<file path="src/rtl/tdc_pkg.sv">
// ----------------------------------------------------------------------------
// tdc_pkg
// Shared constants and types for the TDC readout block.
//   TDC_STEPS   : number of taps in the TDC delay line (thermometer width)
//   CODE_W      : width of one decoded code (0..TDC_STEPS)
//   tdc_state_e : readout FSM state encoding
//   maj3        : 2-of-3 majority vote used for bubble correction
// ----------------------------------------------------------------------------
package tdc_pkg;

    localparam int TDC_STEPS = 48;
    localparam int CODE_W    = 6;

    typedef enum logic [2:0] {
        ST_IDLE    = 3'd0,
        ST_CLEAR   = 3'd1,
        ST_CAPTURE = 3'd2,
        ST_SETTLE  = 3'd3,
        ST_ACCUM   = 3'd4,
        ST_DONE    = 3'd5
    } tdc_state_e;

    function automatic logic maj3(input logic a, input logic b, input logic c);
        return (a & b) | (a & c) | (b & c);
    endfunction

endpackage

</file>
<file path="src/rtl/tdc_therm_decoder.sv">
// ----------------------------------------------------------------------------
// tdc_therm_decoder
// Purely combinational thermometer-to-count decoder.  Each bit is replaced by
// the majority of itself and its two neighbours (removes single-bit bubbles),
// then the corrected word is popcounted.
//   i_therm : TDC_STEPS-bit thermometer word, bit 0 = first delay stage
//   o_code  : number of ones after bubble correction, 0..TDC_STEPS
// ----------------------------------------------------------------------------
module tdc_therm_decoder
    import tdc_pkg::*;
(
    input  logic [TDC_STEPS-1:0] i_therm,
    output logic [CODE_W-1:0]    o_code
);

    // Extended word: ext[i+1] = b[i]. Below bit 0 the line is treated as
    // already fired (1); above the last tap the last tap is replicated, so an
    // all-ones word decodes to TDC_STEPS and an all-zeros word to 0.
    logic [TDC_STEPS+1:0] ext;
    logic [TDC_STEPS-1:0] corr;

    assign ext = {i_therm[TDC_STEPS-1], i_therm, 1'b1};

    generate
        for (genvar gi = 0; gi < TDC_STEPS; gi++) begin : g_bubble
            assign corr[gi] = maj3(ext[gi], ext[gi+1], ext[gi+2]);
        end
    endgenerate

    always_comb begin
        o_code = '0;
        for (int i = 0; i < TDC_STEPS; i++) begin
            o_code = o_code + CODE_W'(corr[i]);
        end
    end

endmodule

</file>
<file path="src/rtl/tdc_readout.sv">
// ----------------------------------------------------------------------------
// tdc_readout
// Sequences N = 2^P_LOG2_SAMPLES TDC measurements, decodes each thermometer
// word after a 2-flop synchronizer, accumulates the codes and reports sum,
// truncated average and sticky over/underflow flags with a one-cycle valid.
// Each sample runs CLEAR -> CAPTURE -> SETTLE(2) -> ACCUM (5 cycles); a
// measurement ends with one DONE cycle.
//   i_Clk_Ref   : clock (shared with the TDC capture flops)
//   i_RST_n     : asynchronous active-low reset
//   i_TDC_raw   : thermometer word from the TDC
//   i_Start     : measurement request, only honoured in IDLE
//   o_TDC_RST_p : active-high clear to the TDC capture flops
//   o_Busy      : high whenever the FSM is not in IDLE
//   o_Valid     : one-cycle pulse, results below are fresh
//   o_Sum       : sum of the N decoded codes
//   o_Avg       : o_Sum >> P_LOG2_SAMPLES
//   o_Overflow  : some sample decoded to TDC_STEPS
//   o_Underflow : some sample decoded to 0
// P_LOG2_SAMPLES must lie in 0..6.
// ----------------------------------------------------------------------------
module tdc_readout
    import tdc_pkg::*;
#(
    parameter int P_LOG2_SAMPLES = 4
) (
    input  logic                             i_Clk_Ref,
    input  logic                             i_RST_n,
    input  logic [TDC_STEPS-1:0]             i_TDC_raw,
    input  logic                             i_Start,
    output logic                             o_TDC_RST_p,
    output logic                             o_Busy,
    output logic                             o_Valid,
    output logic [CODE_W+P_LOG2_SAMPLES-1:0] o_Sum,
    output logic [CODE_W-1:0]                o_Avg,
    output logic                             o_Overflow,
    output logic                             o_Underflow
);

    localparam int SUM_W = CODE_W + P_LOG2_SAMPLES;
    // Keep the sample counter at least one bit wide so N=1 still elaborates.
    localparam int CNT_W = (P_LOG2_SAMPLES == 0) ? 1 : P_LOG2_SAMPLES;
    localparam logic [CNT_W-1:0] LAST_SAMPLE = CNT_W'((1 << P_LOG2_SAMPLES) - 1);

    // ------------------------------------------------------------------
    // Synchronizer for the TDC word (free running)
    // ------------------------------------------------------------------
    logic [TDC_STEPS-1:0] sync1_q;
    logic [TDC_STEPS-1:0] sync2_q;

    always_ff @(posedge i_Clk_Ref or negedge i_RST_n) begin
        if (!i_RST_n) begin
            sync1_q <= '0;
            sync2_q <= '0;
        end else begin
            sync1_q <= i_TDC_raw;
            sync2_q <= sync1_q;
        end
    end

    logic [CODE_W-1:0] code;

    tdc_therm_decoder u_decoder (
        .i_therm (sync2_q),
        .o_code  (code)
    );

    // ------------------------------------------------------------------
    // Accumulation datapath (next values used in ACCUM)
    // ------------------------------------------------------------------
    tdc_state_e        state_q;
    logic              settle_q;
    logic [CNT_W-1:0]  cnt_q;
    logic [SUM_W-1:0]  acc_q;
    logic              ovf_q;
    logic              unf_q;

    logic [CNT_W-1:0]  cnt_d;
    logic [SUM_W-1:0]  acc_d;
    logic              ovf_d;
    logic              unf_d;
    logic [CODE_W-1:0] avg_d;

    assign cnt_d = cnt_q + CNT_W'(1);
    assign acc_d = acc_q + SUM_W'(code);
    assign ovf_d = ovf_q | (code == CODE_W'(TDC_STEPS));
    assign unf_d = unf_q | (code == '0);
    assign avg_d = CODE_W'(acc_d >> P_LOG2_SAMPLES);

    // ------------------------------------------------------------------
    // FSM with registered outputs
    // ------------------------------------------------------------------
    logic              tdc_rst_q;
    logic              busy_q;
    logic              valid_q;
    logic [SUM_W-1:0]  sum_out_q;
    logic [CODE_W-1:0] avg_out_q;
    logic              ovf_out_q;
    logic              unf_out_q;

    always_ff @(posedge i_Clk_Ref or negedge i_RST_n) begin
        if (!i_RST_n) begin
            state_q   <= ST_IDLE;
            settle_q  <= 1'b0;
            cnt_q     <= '0;
            acc_q     <= '0;
            ovf_q     <= 1'b0;
            unf_q     <= 1'b0;
            tdc_rst_q <= 1'b1;
            busy_q    <= 1'b0;
            valid_q   <= 1'b0;
            sum_out_q <= '0;
            avg_out_q <= '0;
            ovf_out_q <= 1'b0;
            unf_out_q <= 1'b0;
        end else begin
            valid_q <= 1'b0;
            case (state_q)
                ST_IDLE: begin
                    if (i_Start) begin
                        state_q   <= ST_CLEAR;
                        tdc_rst_q <= 1'b1;
                        busy_q    <= 1'b1;
                        cnt_q     <= '0;
                        acc_q     <= '0;
                        ovf_q     <= 1'b0;
                        unf_q     <= 1'b0;
                    end else begin
                        // Releases the TDC clear held since reset.
                        tdc_rst_q <= 1'b0;
                    end
                end
                ST_CLEAR: begin
                    tdc_rst_q <= 1'b0;
                    state_q   <= ST_CAPTURE;
                end
                ST_CAPTURE: begin
                    settle_q <= 1'b0;
                    state_q  <= ST_SETTLE;
                end
                ST_SETTLE: begin
                    // Two cycles: the captured word reaches sync2_q at the end
                    // of the second one.
                    if (settle_q) begin
                        state_q <= ST_ACCUM;
                    end else begin
                        settle_q <= 1'b1;
                    end
                end
                ST_ACCUM: begin
                    acc_q <= acc_d;
                    ovf_q <= ovf_d;
                    unf_q <= unf_d;
                    cnt_q <= cnt_d;
                    if (cnt_q == LAST_SAMPLE) begin
                        state_q   <= ST_DONE;
                        valid_q   <= 1'b1;
                        sum_out_q <= acc_d;
                        avg_out_q <= avg_d;
                        ovf_out_q <= ovf_d;
                        unf_out_q <= unf_d;
                    end else begin
                        state_q   <= ST_CLEAR;
                        tdc_rst_q <= 1'b1;
                    end
                end
                ST_DONE: begin
                    state_q <= ST_IDLE;
                    busy_q  <= 1'b0;
                end
                default: begin
                    state_q   <= ST_IDLE;
                    busy_q    <= 1'b0;
                    tdc_rst_q <= 1'b1;
                end
            endcase
        end
    end

    assign o_TDC_RST_p = tdc_rst_q;
    assign o_Busy      = busy_q;
    assign o_Valid     = valid_q;
    assign o_Sum       = sum_out_q;
    assign o_Avg       = avg_out_q;
    assign o_Overflow  = ovf_out_q;
    assign o_Underflow = unf_out_q;

endmodule

</file>
<file path="config.mk">
export PLATFORM = sky130hd
export DESIGN_NAME = tdc_readout
export DESIGN_NICKNAME = d
export VERILOG_FILES = /design/src/rtl/tdc_pkg.sv /design/src/rtl/tdc_therm_decoder.sv /design/src/rtl/tdc_readout.sv
export SDC_FILE = /design/constraint.sdc
export NUM_CORES = 1
export LEC_CHECK = 0
export CAP_MARGIN = 0
export CORE_UTILIZATION = 52
export CTS_BUF_LIST = sky130_fd_sc_hd__clkbuf_4
export DETAILED_ROUTE_END_ITERATION = 12
export PLACE_DENSITY = 0.88
export SLEW_MARGIN = 20
export SYNTH_ARGS = -nofsm -noshare
export SYNTH_HDL_FRONTEND = slang
export SYNTH_HIERARCHICAL = 1
export SYNTH_SLANG_ARGS = --single-unit
</file>
<file path="constraint.sdc">
create_clock -name i_Clk_Ref -period 6.8 [get_ports i_Clk_Ref]
set_clock_uncertainty 0.05 [all_clocks]
set_input_delay 1.36 -clock i_Clk_Ref [delete_from_list [all_inputs] [get_ports i_Clk_Ref]]
set_output_delay 1.36 -clock i_Clk_Ref [all_outputs]
set_load 0.01 [all_outputs]
</file>
# Word level (Yosys, flattened, before mapping)
# Index checks and enable logic that the tools add are counted.
classes:
  addsub: 49
  n_eq_ne: 10
  n_mux: 19
  bitwise_logic: 192
  n_reduce_logical: 11
op_table:
  columns: ["op", "count"]
  rows:
  - ["$add 6x1->6", 46]
  - ["$or 1x1->1", 97]
  - ["$and 1x1->1", 93]
  - ["$pmux 10 s2", 1]
  - ["$pmux 3 s5", 1]
  - ["$add 10x6->10", 1]
  - ["$mux 10", 1]
  - ["$reduce_and 2->1", 5]
  - ["$mux 3", 3]
  - ["$pmux 1 s2", 4]
  - ["$pmux 4 s2", 1]
  - ["$eq 3x2->1 const B", 2]
  - ["$eq 3x3->1 const B", 2]
  - ["$eq 6x6->1 const B", 1]
  - ["$logic_not 6->1", 1]
  - ["$mux 1", 6]
  - ["$ne 2x2->1 const B", 3]
  - ["$add 4x1->4 const B", 1]
  - ["$eq 4x4->1 const B", 1]
  - ["$mux 4", 1]
  - ["$pmux 1 s4", 1]
  - ["$reduce_bool 2->1", 2]
  - ["$reduce_or 4->1", 1]
  - ["$eq 3x1->1 const B", 1]
  - ["other kinds (4)", 5]
totals:
  reg_bits: 137
  input_bits: 51
  out_inout_bits: 21
  elab_cells: 296

# Depth between registers and ports, before layout
# Gate-level depths: netlist of the first run.
logic_depth:
  ltp_word: 53
  depth_mapped: 26
  mapped_depth_nobuf: 26

# By module
# Netlist of the first run, hierarchy kept.
by_module_without_submodules:
  columns: ["module", "instances", "cells_each", "area_each_um2", "seq_area_each_um2"]
  rows:
  - ["tdc_readout", 1, 265, 4180.3, 3279.4]
  - ["tdc_therm_decoder", 1, 182, 1690.4, 0.0]

# Worst setup path after synthesis of the first run
# No wires, ideal clock.
synth_path:
  path_type: "flip-flop to flip-flop"
  start: "register sync2_q[28]"
  end: "register sum_out_q[5], in the netlist o_Sum[5]"
  setup_time_ps: 125
  t_arrival_ps: 6649
  t_required_ps: 6625
  slack_ps: -25
  stages_incl_launch_ff: 23
  n_path_buf: 0
  path_cell_list: "dfrtp_1 > maj3_1 > fa_1 > inv_1 > fa_1 > fa_1 > inv_1 > fa_1 > inv_1 > fa_1 > fa_1 > fa_1 > inv_1 > ha_1 > fa_1 > a21o_2 > a21oi_2 > xnor2_1 > ha_1 > a21oi_1 > o21ai_0 > xor2_1 > mux2_4"
synth_via:
  elab_chain_cells: 25
  word_cells_on_any_way: 32
  classes_between: "22 x add/sub; 10 x bitwise"
synth_rtl:
  columns: ["item", "line_no", "text"]
  rows:
  - ["start, declared", "tdc_readout.sv:48", "logic [TDC_STEPS-1:0] sync2_q;"]
  - ["start signal, assigned", "tdc_readout.sv:56", "sync2_q <= sync1_q;"]
  - ["$and 1x1->1", "tdc_pkg.sv:24", "return (a & b) | (a & c) | (b & c);"]
  - ["$or 1x1->1 (2 in series)", "tdc_pkg.sv:24", null]
  - ["$add 6x1->6 (2 in series)", "tdc_therm_decoder.sv:33", "o_code = o_code + CODE_W'(corr[i]);"]
  - ["$add 6x1->6 (*) (19 in series)", "tdc_therm_decoder.sv:33", null]
  - ["net code[4]", "tdc_readout.sv:60", "logic [CODE_W-1:0] code;"]
  - ["$add 10x6->10 (*)", "tdc_readout.sv:84", "assign acc_d = acc_q + SUM_W'(code);"]
  - ["end signal, assigned", "tdc_readout.sv:111", "sum_out_q <= '0;"]
  - ["end signal, assigned", "tdc_readout.sv:157", "sum_out_q <= acc_d;"]
  - ["end, declared", "tdc_readout.sv:95", "logic [SUM_W-1:0] sum_out_q;"]
# The timed path passes the listed nets; every way through them passes the cells marked *.
# A chain may end at the register's enable or synchronous reset.

# Worst setup path in the final report of the first run
layout_path:
  start: "register sync2_q[30]"
  end: "register acc_q[7]"
layout_via:
  elab_chain_cells: 24
  word_cells_on_any_way: 31
  classes_between: "20 x add/sub; 1 x mux; 10 x bitwise"
layout_rtl:
  columns: ["item", "line_no", "text"]
  rows:
  - ["$and 1x1->1", "tdc_pkg.sv:24", null]
  - ["$or 1x1->1 (2 in series)", "tdc_pkg.sv:24", null]
  - ["$add 6x1->6 (2 in series)", "tdc_therm_decoder.sv:33", null]
  - ["$add 6x1->6 (*) (17 in series)", "tdc_therm_decoder.sv:33", null]
  - ["net code[4]", "tdc_readout.sv:60", null]
  - ["$add 10x6->10 (*)", "tdc_readout.sv:84", null]
  - ["$pmux 10 s2 (*)", "tdc_readout.sv:117", "case (state_q)"]
  - ["end signal, assigned", "tdc_readout.sv:105", "acc_q <= '0;"]
  - ["end signal, assigned", "tdc_readout.sv:124", "acc_q <= '0;"]
  - ["end signal, assigned", "tdc_readout.sv:150", "acc_q <= acc_d;"]
  - ["end, declared", "tdc_readout.sv:73", "logic [SUM_W-1:0] acc_q;"]
# Marks and branches as above.

==> results.yml, run 1 <==
outcome:
  status: "finished, violations left"
  violations: "negative setup slack"
routing:
  viasPerCell: 5.35
  routed_wl_um: 11700
  drtIter0Drc: 232
  wl_per_cell_um: 16.4
  top_layer_used: "met4"
  dr_wl_met2_um: 6090
  drcViolationCount: 0
  dr.pass1.iters: 5
  drtAntennaViolNets: 0
  dr_total_vias: 3797
  wl_met1_um: 4710
  dr_wl_met3_um: 524
timing:
  hold_viol: 0
  min_period_ns: 6.98
  fin_crit_sh_pct: 103
  fmax_mhz: 143
  rsz0062_at_grt: "true"
  tightest_slew_ns: 0.849
  slew_viol_final: 0
  worst_slack_ns: -0.180
  hold_ws_ns: 0.293
  slew_headroom_pct: 43.4
  setup_viol: 9
  fin_setup_tns_ns: -0.818
floorplan:
  initial_core_util_pct: 53.7
  die_area_um2: 11700
  fp-row-count: 38
  io_pins: 72
  die_h_um: 108
  fp.coreArea_um2: 10900
  die_w_um: 108
synthesis:
  synthAdderAreaFrac_pct: 19.7
  synth_top_cell_by_area: "dfrtp_1"
  ys_seq_area_share_pct: 55.9
  synthArstFlopShare_pct: 100
  synth_top_family_by_area: "adder cells"
  synth_compound_area_share_pct: 12.2
  synthesis.nets: 555
  syn_area_per_cell_um2: 13.1
  synth_common_cells: "130 x dfrtp_1, 47 x inv_1, 46 x o21ai_0"
  synth.yosys.warnings: 6
  yosys_most_used_dff: "dfrtp_1"
  post-synth-top-count-cell: "dfrtp_1"
  synthTopCellsByArea: "dfrtp_1 55%, fa_1 14%, o21ai_0 3.9%"
  syn_inst: 447
  synthMuxAreaShare_pct: 1.66
  synth.distinct_cells: 40
  synth_edf_count: 0
  synth_xor_area_share_pct: 1.79
  syn_area_um2: 5870
  ys_seq_elements: 131
  synth.top_cell.area_share_pct: 55.4
  synth_simple_gate_area_share_pct: 4.56
run:
  drv_cap: 0
grt:
  grt_pass1_wl_um: 18300
  track_usage_pct: 21.0
  grt_max_degree: 74
  gr-total-overflow: 0
  grt_pass1_vias: 3968
  antenna_found_initial: 0
layout:
  finalNonFillerCells: 710
  syn2layout_area_growth_pct: 25.7
  insertedDiodeCount: 0
  layout-drive-gt1-share_pct: 21.6
  fin_nets: 669
  utilization_pct: 67.5
critical_path:
  end_kind: "register"
  crit_arrival_ns: 7.31
  startpoint: "sync2_q[30]"
  crit_path_max_fanout: 3
  crit_required_ns: 7.13
  crit_path_start_kind: "register"
  criticalPathCategory: "reg -> reg"
  worstReg2RegStart: "sync2_q[30]"
clock_network:
  cts_sinks: 131
  tritoncts: "built"
  clk_pin_slew_ns: 0.10
  clockBufferDepth: 2
  numCtsBuffers: 17
  htreeDepth: 4
  cts-root-buf: "clkbuf_4"
  clock_latency_ns: 0.52
place:
  dp_hpwl_um: 7820
  io_buffers: 71
  dp_cells: 669
  gp_congestion: 0.844
hold_path:
  min-delay-start: "sync1_q[18]"
  hp-class: "reg -> reg"
[flip-flops by register name, summed over array words and instances, names as in the netlist, 3 cells and up]
name and count:
sync1_q 48, sync2_q 48, acc_q 10, o_Sum 10, cnt_q 4, state_q 3
[stage by stage]
step | setup slack (ns) | cell area (um^2)
5_1_grt | -0.398 | 7380
3_5_place_dp | -0.324 | 6840
2_1_floorplan | 0.0282 | 5870
4_1_cts | -0.122 | 7190
3_3_place_gp | -0.0966 | 6840
6_report | -0.180 | 7380
[critical path, stage by stage, from the launching register on]
cell and delay [ns]:
dfrtp_1 0.42, maj3_2 0.32, fa_1 0.56, inv_2 0.04, fa_1 0.47, fa_1 0.57
inv_2 0.05, fa_1 0.47, inv_1 0.05, fa_1 0.52, fa_1 0.46, fa_1 0.57
inv_2 0.05, ha_4 0.16, fa_2 0.36, a21o_4 0.24, a21oi_4 0.16, xnor2_2 0.11
ha_4 0.29, o211ai_1 0.15, o211ai_2 0.26, a21oi_1 0.10, o21ai_0 0.28, o21ai_1 0.14
[final timing paths]
path                                to  slack (ns)  cells after the start
setup / recovery              acc_q[7]       -0.18                     23
hold / removal             sync2_q[18]        0.29                      0
setup reg to reg              acc_q[7]       -0.18                     23
hold reg to reg            sync2_q[18]        0.29                      0
max in group asynchronous  sync2_q[10]        4.56                      2
min in group asynchronous      o_Valid        0.82                      1
[kinds of logic (layout without fill, tap and decap cells)]
kind of cell    after synthesis  after routing
mux                           7              7
xor+xnor                     12             12
compound gates              115            115
simple gates                 53             53
fa+ha+maj                    71             71
buf+inv                      58            181
flops                       131            131
[layout by cell type, fill, tap and decap left out, types with 6 or more instances in the layout]
| cell | count |
|---|---|
| dfrtp_1 | 127 |
| clkdlybuf4s50_1 | 70 |
| inv_1 | 41 |
| fa_1 | 37 |
| buf_4 | 33 |
| o21ai_0 | 30 |
| a21o_1 | 30 |
| clkbuf_4 | 20 |
| nand2_1 | 18 |
| nor2_1 | 14 |
| a21oi_1 | 14 |
| ha_1 | 14 |
| o21ai_1 | 11 |
| maj3_1 | 9 |
| o21ai_2 | 8 |
| a22o_1 | 7 |
| inv_2 | 6 |
[timing repair]
action	CTS	global route
hold buffers	0	0
cloned	0	0
endpoints found under the setup margin	11	17
hold endpoints to repair	0	0
resized for setup	29	42
pin swaps	24	47
setup buffers	8	5
[cell type report]
class	instances	area, um^2
repair buffers	106	982
well taps	140	175
clock inverters	8	66.3
clock buffers	20	150
fillers	748	3560
multi-input cells	258	2540
flip-flops and latches	131	3280
inverters	47	176
[layer usage]
metal  GRT usage, %  vias to the layer above
li1               -                     1726
met1           25.5                     1931
met2           35.3                      112
met3           5.91                       28
met4           9.17                        0
met5              0                        -
Power of run 1 is not shown: default switching activity piles up to over one toggle a cycle in this logic, so the estimate is an artifact.
==> run 2, diff against run 1 <==
Settings changed: CORE_UTILIZATION 52 to 55, PLACE_DENSITY 0.88 to 0.89.
Clock period 6.8 ns to 8.8 ns, I/O delays scaled along.
==> run 2 against run 1 <==
Net effect: the run now ends clean; setup slack improved by 1.7 ns; wire length decreased by 11%; clock-buffer cell count is 3 lower; core utilization shrank 0.38 points; global-route usage is 0.52 points higher; first-iteration DRC count shrank 32%; worst hold slack better by 0.0058 ns; non-clock buffer count decreased by 34; sequential share of layout area increased by 2.8 points; fmax down 3.7%; critical path type unchanged; largest cell class unchanged.
==> results.yml, run 2 (synthesis gave the netlist of run 1 again) <==
critical_path:
  crit_arrival_ns: 7.66
  end_kind: "register"
  critPathMaxStageDelay_ns: 0.56
  criticalPathCategory: "reg -> reg"
  path_cells: "maj3_1 -> fa_1 -> inv_1 -> fa_1 -> fa_1 -> inv_1 -> fa_1 -> inv_1 -> fa_1 -> fa_1 -> fa_1 -> inv_1 -> ha_1 -> fa_1 -> a21o_2 -> a21oi_2 -> xnor2_1 -> ha_1 -> o211ai_1 -> o211ai_2 -> nand3_1 -> or3_1 -> o21ai_0"
  crit_path_frequent_cell: "fa_1"
  cp_slowest_cell: "fa_1"
  crit_path_start_kind: "register"
  crit_required_ns: 9.22
  crit_path_max_fanout: 5
routing:
  drtIter0Drc: 158
  viasPerCell: 5.29
  drcViolationCount: 0
  wl_per_cell_um: 15.3
  drtAntennaViolNets: 0
  dr_total_vias: 3564
  dr.pass1.iters: 5
  routed_wl_um: 10300
grt:
  antenna_found_initial: 0
  grt_pass1_vias: 3853
  track_usage_pct: 21.6
  grt_pass1_wl_um: 17900
  grt_max_degree: 68
  gr-total-overflow: 0
layout:
  fin_nets: 635
  fillers: 722
  reg_top3: "sync1_q (48), sync2_q (48)"
  final_cell_mix: "130 x dfrtp_1, 70 x clkdlybuf4s50_1, 47 x inv_1, 46 x o21ai_0, 40 x fa_1"
  layout-drive-gt1-share_pct: 9.29
  final_common_cell: "dfrtp_1"
  insertedDiodeCount: 0
  utilization_pct: 67.1
  syn2layout_area_growth_pct: 18.0
floorplan:
  initial_core_util_pct: 56.9
  die_area_um2: 11100
  io_pins: 72
  die_w_um: 105
  die_h_um: 105
  fp.coreArea_um2: 10300
  fp-row-count: 37
place:
  gp_congestion: 0.858
  io_buffers: 71
  dp_hpwl_um: 7590
clock_network:
  numCtsBuffers: 17
  htreeDepth: 4
  cts_setup_buffers: 0
  cts_resized: 0
  hold_buffers: 0
  cts_sinks: 131
  clk_pin_slew_ns: 0.11
  tritoncts: "built"
  cts-root-buf: "clkbuf_4"
  clock_latency_ns: 0.55
  clockBufferDepth: 2
outcome:
  status: "finished clean"
timing:
  slew_headroom_pct: 47.7
  fin_setup_tns_ns: 0
  slew_viol_final: 0
  hold_viol: 0
  rsz0062_at_grt: "false"
  tightest_slew_ns: 0.785
  fin_crit_sh_pct: 82.3
  setup_viol: 0
  min_period_ns: 7.25
  fmax_mhz: 138
run:
  drv_cap: 0
hold_path:
  hp-class: "reg -> reg"
-- run 2: changes by cell type in the layout (fill, tap and decap cells not counted), moves of 6 or more --
cell,previous run,this run
inv_1,41,47
o21ai_1,11,1
inv_2,6,0
o21ai_0,30,46
buf_4,33,2
o21ai_2,8,2
-- run 2: critical path: cells and delay by family, from the launching register on --
family | cells | cell delay, ns
AOI/OAI and AO/OA | 5 | 0.81
xor gates and xnor gates | 1 | 0.11
adders and majority gates | 11 | 4.99
buffers and inverters | 4 | 0.23
DFF | 1 | 0.44
and+or+nand+nor | 2 | 0.52
-- run 2: worst paths after layout --
check                       startpoint           to  slack, ns  cells past startpoint
max in group asynchronous      i_RST_n      o_Valid       6.21                      2
min in group asynchronous      i_RST_n     o_Sum[7]       1.22                      1
min reg2reg                sync1_q[18]  sync2_q[18]       0.30                      0
min                        sync1_q[18]  sync2_q[18]       0.30                      0
max                        sync2_q[28]     acc_q[9]       1.55                     23
max reg2reg                sync2_q[28]     acc_q[9]       1.55                     23
-- run 2: routing by layer --
| layer | GRT usage, % | vias to the layer above | part of all wire, % |
|---|---|---|---|
| met2 | 34.9 | 102 | 50 |
| li1 | - | 1653 | - |
| met4 | 8.65 | 0 | 2.2 |
| met5 | 0 | - | 0 |
| met1 | 27.0 | 1784 | 43 |
| met3 | 6.93 | 25 | 5.5 |
-- run 2: per-stage QoR --
| stage | hold WS [ns] | worst slack, ns | instance area, um^2 | instances |
|---|---|---|---|---|
| after floorplan | 0.281 | 1.98 | 5870 | 447 |
| after global placement | 0.284 | 1.79 | 6680 | 644 |
| after detailed placement | 0.285 | 1.59 | 6680 | 644 |
| after CTS | 0.303 | 1.55 | 6920 | 674 |
| after global routing | 0.300 | 1.19 | 6930 | 674 |
| final | 0.299 | 1.55 | 6930 | 674 |
-- run 2: area by class of cell --
| cell class | count | area (um^2) | area share, % |
|---|---|---|---|
| clock buffer | 17 | 128 | 1.84 |
| sequential | 131 | 3280 | 47.4 |
| multi-input combinational | 258 | 2340 | 33.8 |
| timing repair buffer | 72 | 716 | 10.3 |
| inverter | 47 | 176 | 2.55 |
| clock inverter | 13 | 114 | 1.64 |
| tap | 136 | 170 | 2.46 |
Power of run 2 is left out for the same reason.
